File: config.mk
export PLATFORM = sky130hd
export DESIGN_NAME = freq_meter
export DESIGN_NICKNAME = d
export VERILOG_FILES = /design/src/rtl/freq_meter.sv
export SDC_FILE = /design/constraint.sdc
export NUM_CORES = 1
export LEC_CHECK = 0
export BUFFER_PORTS_ARGS = -buffer_cell sky130_fd_sc_hd__buf_4
export CAP_MARGIN = 10
export CORE_ASPECT_RATIO = 1.4
export CORE_MARGIN = 3
export CORE_UTILIZATION = 39
export DETAILED_ROUTE_END_ITERATION = 8
export SLEW_MARGIN = 20
export SYNTH_ARGS = -nofsm -noshare
export SYNTH_HDL_FRONTEND = slang
export SYNTH_SLANG_ARGS = --single-unit
File: constraint.sdc
create_clock -name clk -period 3.2 [get_ports clk]
set_input_delay 0 -clock clk [delete_from_list [all_inputs] [get_ports clk]]
set_output_delay 0 -clock clk [all_outputs]
set_load 0.005 [all_outputs]
File: src/rtl/freq_meter.sv
// rtl/freq_meter.sv - gated frequency counter; define FREQ_METER_CONTINUOUS_EN for back-to-back windows
module freq_meter #(
    parameter int GATE_CYCLES = 1000,
    parameter int CNT_W       = 16
) (
    input  logic             clk,
    input  logic             rst,
    input  logic             start,
    input  logic             sig_in,
    output logic             busy,
    output logic [CNT_W-1:0] count,
    output logic             valid,
    output logic             overflow
);

    localparam int GW = $clog2(GATE_CYCLES + 1);
    localparam logic [GW-1:0]    GATE_LAST = GW'(GATE_CYCLES - 1);
    localparam logic [CNT_W-1:0] CNT_MAX   = '1;

    typedef enum logic [1:0] {
        IDLE    = 2'd0,
        MEASURE = 2'd1,
        DONE    = 2'd2
    } state_t;

    state_t           state;
    state_t           state_nxt;
    logic             clear;
    logic             s1;
    logic             s2;
    logic             sd;
    logic             edge_pulse;
    logic [GW-1:0]    gate_cnt;
    logic [CNT_W-1:0] edge_cnt;
    logic [CNT_W-1:0] edge_nxt;
    logic             ovf;
    logic             ovf_nxt;
    logic             gate_end;

    // Two-flop synchroniser for the asynchronous input plus a delay flop for edge detection
    always_ff @(posedge clk) begin
        if (rst) begin
            s1 <= 1'b0;
            s2 <= 1'b0;
            sd <= 1'b0;
        end else begin
            s1 <= sig_in;
            s2 <= s1;
            sd <= s2;
        end
    end

    assign edge_pulse = s2 & ~sd;
    assign gate_end   = (state == MEASURE) && (gate_cnt == GATE_LAST);

    // Saturating increment of the edge counter; an increment attempted at full scale flags overflow
    always_comb begin
        edge_nxt = edge_cnt;
        ovf_nxt  = ovf;
        if (edge_pulse) begin
            if (edge_cnt == CNT_MAX) begin
                ovf_nxt = 1'b1;
            end else begin
                edge_nxt = edge_cnt + CNT_W'(1);
            end
        end
    end

    // State register
    always_ff @(posedge clk) begin
        if (rst) begin
            state <= IDLE;
        end else begin
            state <= state_nxt;
        end
    end

    // Next-state logic, counter clear on window entry, status outputs
    always_comb begin
        state_nxt = state;
        clear     = 1'b0;
        busy      = 1'b0;
        valid     = 1'b0;
        case (state)
            IDLE: begin
                if (start) begin
                    state_nxt = MEASURE;
                    clear     = 1'b1;
                end
            end
            MEASURE: begin
                busy = 1'b1;
                if (gate_cnt == GATE_LAST) begin
                    state_nxt = DONE;
                end
            end
            DONE: begin
                valid = 1'b1;
`ifdef FREQ_METER_CONTINUOUS_EN
                state_nxt = MEASURE;
                clear     = 1'b1;
`else
                state_nxt = IDLE;
`endif
            end
            default: begin
                state_nxt = IDLE;
            end
        endcase
    end

    // Window counters; the result registers capture the final count (including a last-cycle edge) as DONE is entered
    always_ff @(posedge clk) begin
        if (rst) begin
            gate_cnt <= '0;
            edge_cnt <= '0;
            ovf      <= 1'b0;
            count    <= '0;
            overflow <= 1'b0;
        end else if (clear) begin
            gate_cnt <= '0;
            edge_cnt <= '0;
            ovf      <= 1'b0;
        end else if (state == MEASURE) begin
            gate_cnt <= gate_cnt + GW'(1);
            edge_cnt <= edge_nxt;
            ovf      <= ovf_nxt;
            if (gate_end) begin
                count    <= edge_nxt;
                overflow <= ovf_nxt;
            end
        end
    end

endmodule

==> results.toml <==
[final_layout]
register_area_um2 = 980.9
drive_above_1_share = 0.1433
fin_cells = 372
post-route-util = 0.4492
multi_input_area_mm2 = 0.001441
fin_nets = 305
diodes = 0
areaGrowthSynthToFinish_pct = 11.03
nFillCells = 631

[global_route]
grt_use_total = 0.1767
grt_max_degree = 26
grt_pass1_wl_um = 10220
grt_pass1_vias = 2065
grt_antenna_before_repair = 0
grt-ovfl-total = 0

[worst_setup_path]
arrival_ps = 2480
worst_setup_path_start_kind = "register"
rrSetupSlack_ps = 950
critPathRequiredTime_ps = 3430
cp_max_fo = 10
critical_path_class = "register to register"
end_kind = "register"

[floorplanning]
die_w_um = 74.07
core_mm2 = 0.006254
initial_core_util = 0.4046
io_pins = 23
dieArea_mm2 = 0.007503
die_h_um = 101.3
num_rows = 34

[power_and_ir_drop]
p_switching_mw = 0.2447
clockPowerShare = 0.358
p_leak_nw = 0.9678
internal_power_mw = 0.7782
sw_frac_of_total = 0.2392
ir_drop_v = 0.0001438
powerDensity_mw_per_mm2 = 364.2
p_seq_frac = 0.603
pwr-share-comb = 0.038

[detailed_routing]
vias = 2247
finalWirelength_um = 6332
wl_per_cell_um = 17.02
drt-vias-per-instance = 6.040
drtIter0Drc = 151
drtPass1Iterations = 4
postRouteAntennaNets = 0
drc_errors = 0

[timing]
clock_skew_ps = 9.141
drv_slew = 0
rsz0062_at_grt = "no"
whs_ps = 449.9
worst_pin_slew_ps = 877.5
hold_viol = 0
slew_headroom = 0.4105
setup_viol = 0
setup_tns_ps = 0
max_freq_mhz = 444.6
fin_crit_ps = 2249
period_share = 0.7029

[outcome]
status = "completed"

[placed_design]
post-place-cells = 361
port_buffers = 22
globalplace.congestion = 0.8454
dpl.hpwl_um = 4407

[logic_synthesis]
synth_area_mm2 = 0.002530
ys_warn_count = 0
ys_seq_area_frac = 0.3877
synth.avg_cell_area_um2 = 8.784
yosysUniqueCellTypes = 50
synth-seq-cells = 49
async_flop_share = 0
synthFlopType = "dfxtp_1"
syn_nets = 294
ys_top_cells_by_area = "dfxtp_1, a21oi_1, or4_1, and4_1, nor2_1"
synth_edf_count = 0
synth_top_area_cell = "dfxtp_1"
synth_top_area_frac = 0.3877
synthCells = 288

[cts]
clkTransAtPathRegs_ps = 90
clkLatencyLatePin_ps = 310
cts_tree = "built"
cts_buffer_depth = 2
cts_sinks = 49
numCtsBuffers = 5
cts-root-buf = "clkbuf_8"
htreeDepth = 2

[flow_run]
max_cap_viol_count = 0

[hold_path]
hp-class = "input port to register"
flip-flops by register name (all words and copies together), names as in the netlist:
signal / cells
count: 16
edge_cnt: 16
gate_cnt: 10
state: 2
overflow: 1
ovf: 1
s1: 1
s2: 1
sd: 1
stage by stage:
| stage | power [mW] | cell area (µm²) | setup WS (ps) |
|---|---|---|---|
| after floorplan | 0.6547 | 2530 | 1394 |
| after global placement | 0.6676 | 2696 | 1032 |
| after detailed placement | 0.6681 | 2696 | 1014 |
| after CTS | 1.029 | 2809 | 1002 |
| after global routing | 1.060 | 2809 | 825.9 |
| final | 1.023 | 2809 | 950.8 |
cells by family (layout without fill, tap and decap cells):
logic type      count (synthesis)  after routing  share of synthesized area
compound gates                 69             69                     0.1785
xor+xnor                       10             10                    0.03462
fa+ha+maj                       2              2                   0.009890
buf+inv                        26             38                    0.04253
flops                          49             49                     0.3877
mux                             2              2                   0.007913
simple gates                  130            130                     0.3388
Yosys cell counts (all sizes together), types with 9 or more instances:
cell type / count
a21oi: 18
clkbuf: 15
and4: 10
a211oi: 9
o21ai: 14
nor3: 12
o31ai: 11
nor2: 23
or4: 12
nand4: 11
nand3: 13
dfxtp: 49
nand2: 11
metal layers:
metal,part of all wire,track usage,wire length (µm),up-vias
met2,0.51,0.3033,3254,37
li1,-,-,-,1122
met4,0.023,0.07671,145,0
met3,0.028,0.02979,180,14
met1,0.43,0.2132,2752,1074
met5,0,0,0,-
cells in the final DEF, fill, tap and decap left out, types with 5 or more instances in the layout:
master,n
and4_1,10
clkbuf_8,5
nand2_1,11
o31ai_1,11
a211oi_1,8
xor2_1,8
nor2_1,23
dfxtp_1,49
o21ai_0,14
inv_1,5
or4_1,12
buf_4,22
nand4_1,8
nor3_1,8
a21oi_1,18
and2_1,5
nand3_1,12
worst paths after layout:
| kind | from | to | cells after the start |
|---|---|---|---|
| worst max-delay path | edge_cnt[6] | edge_cnt[13] | 4 |
| worst min-delay path | sig_in | s1 | 3 |
| worst max register to register | edge_cnt[6] | edge_cnt[13] | 4 |
| worst min register to register | s1 | s2 | 1 |
cell type report:
class,instances,area share
multi-input cells,213,0.5131
repair buffers,25,0.06949
inverters,5,0.006682
well taps,72,0.03207
clock buffers,6,0.02584
flip-flops and latches,49,0.3492
clock inverters,2,0.003563
critical path, stage by stage (launching register included):
cell	delay, ps
dfxtp_1	590
nand4_2	330
nor3_1	810
a21boi_0	220
a211oi_1	220
power by group through the flow:
stage / Combinational [mW] / Sequential [mW] / Clock [mW]
2_1_floorplan: 0.0245 / 0.630 / 0
3_3_place_gp: 0.0363 / 0.631 / 0
3_5_place_dp: 0.0366 / 0.632 / 0
4_1_cts: 0.0396 / 0.617 / 0.372
5_1_grt: 0.0433 / 0.618 / 0.398
6_report: 0.0393 / 0.617 / 0.366
timing repair:
action / CTS / global route
hold buffers: 3 / 0
buffers inserted: 0 / 0
hold endpoints to repair: 9 / 0
resized for setup: 0 / 0
No activity file was read; power rests on OpenSTA's default activity.
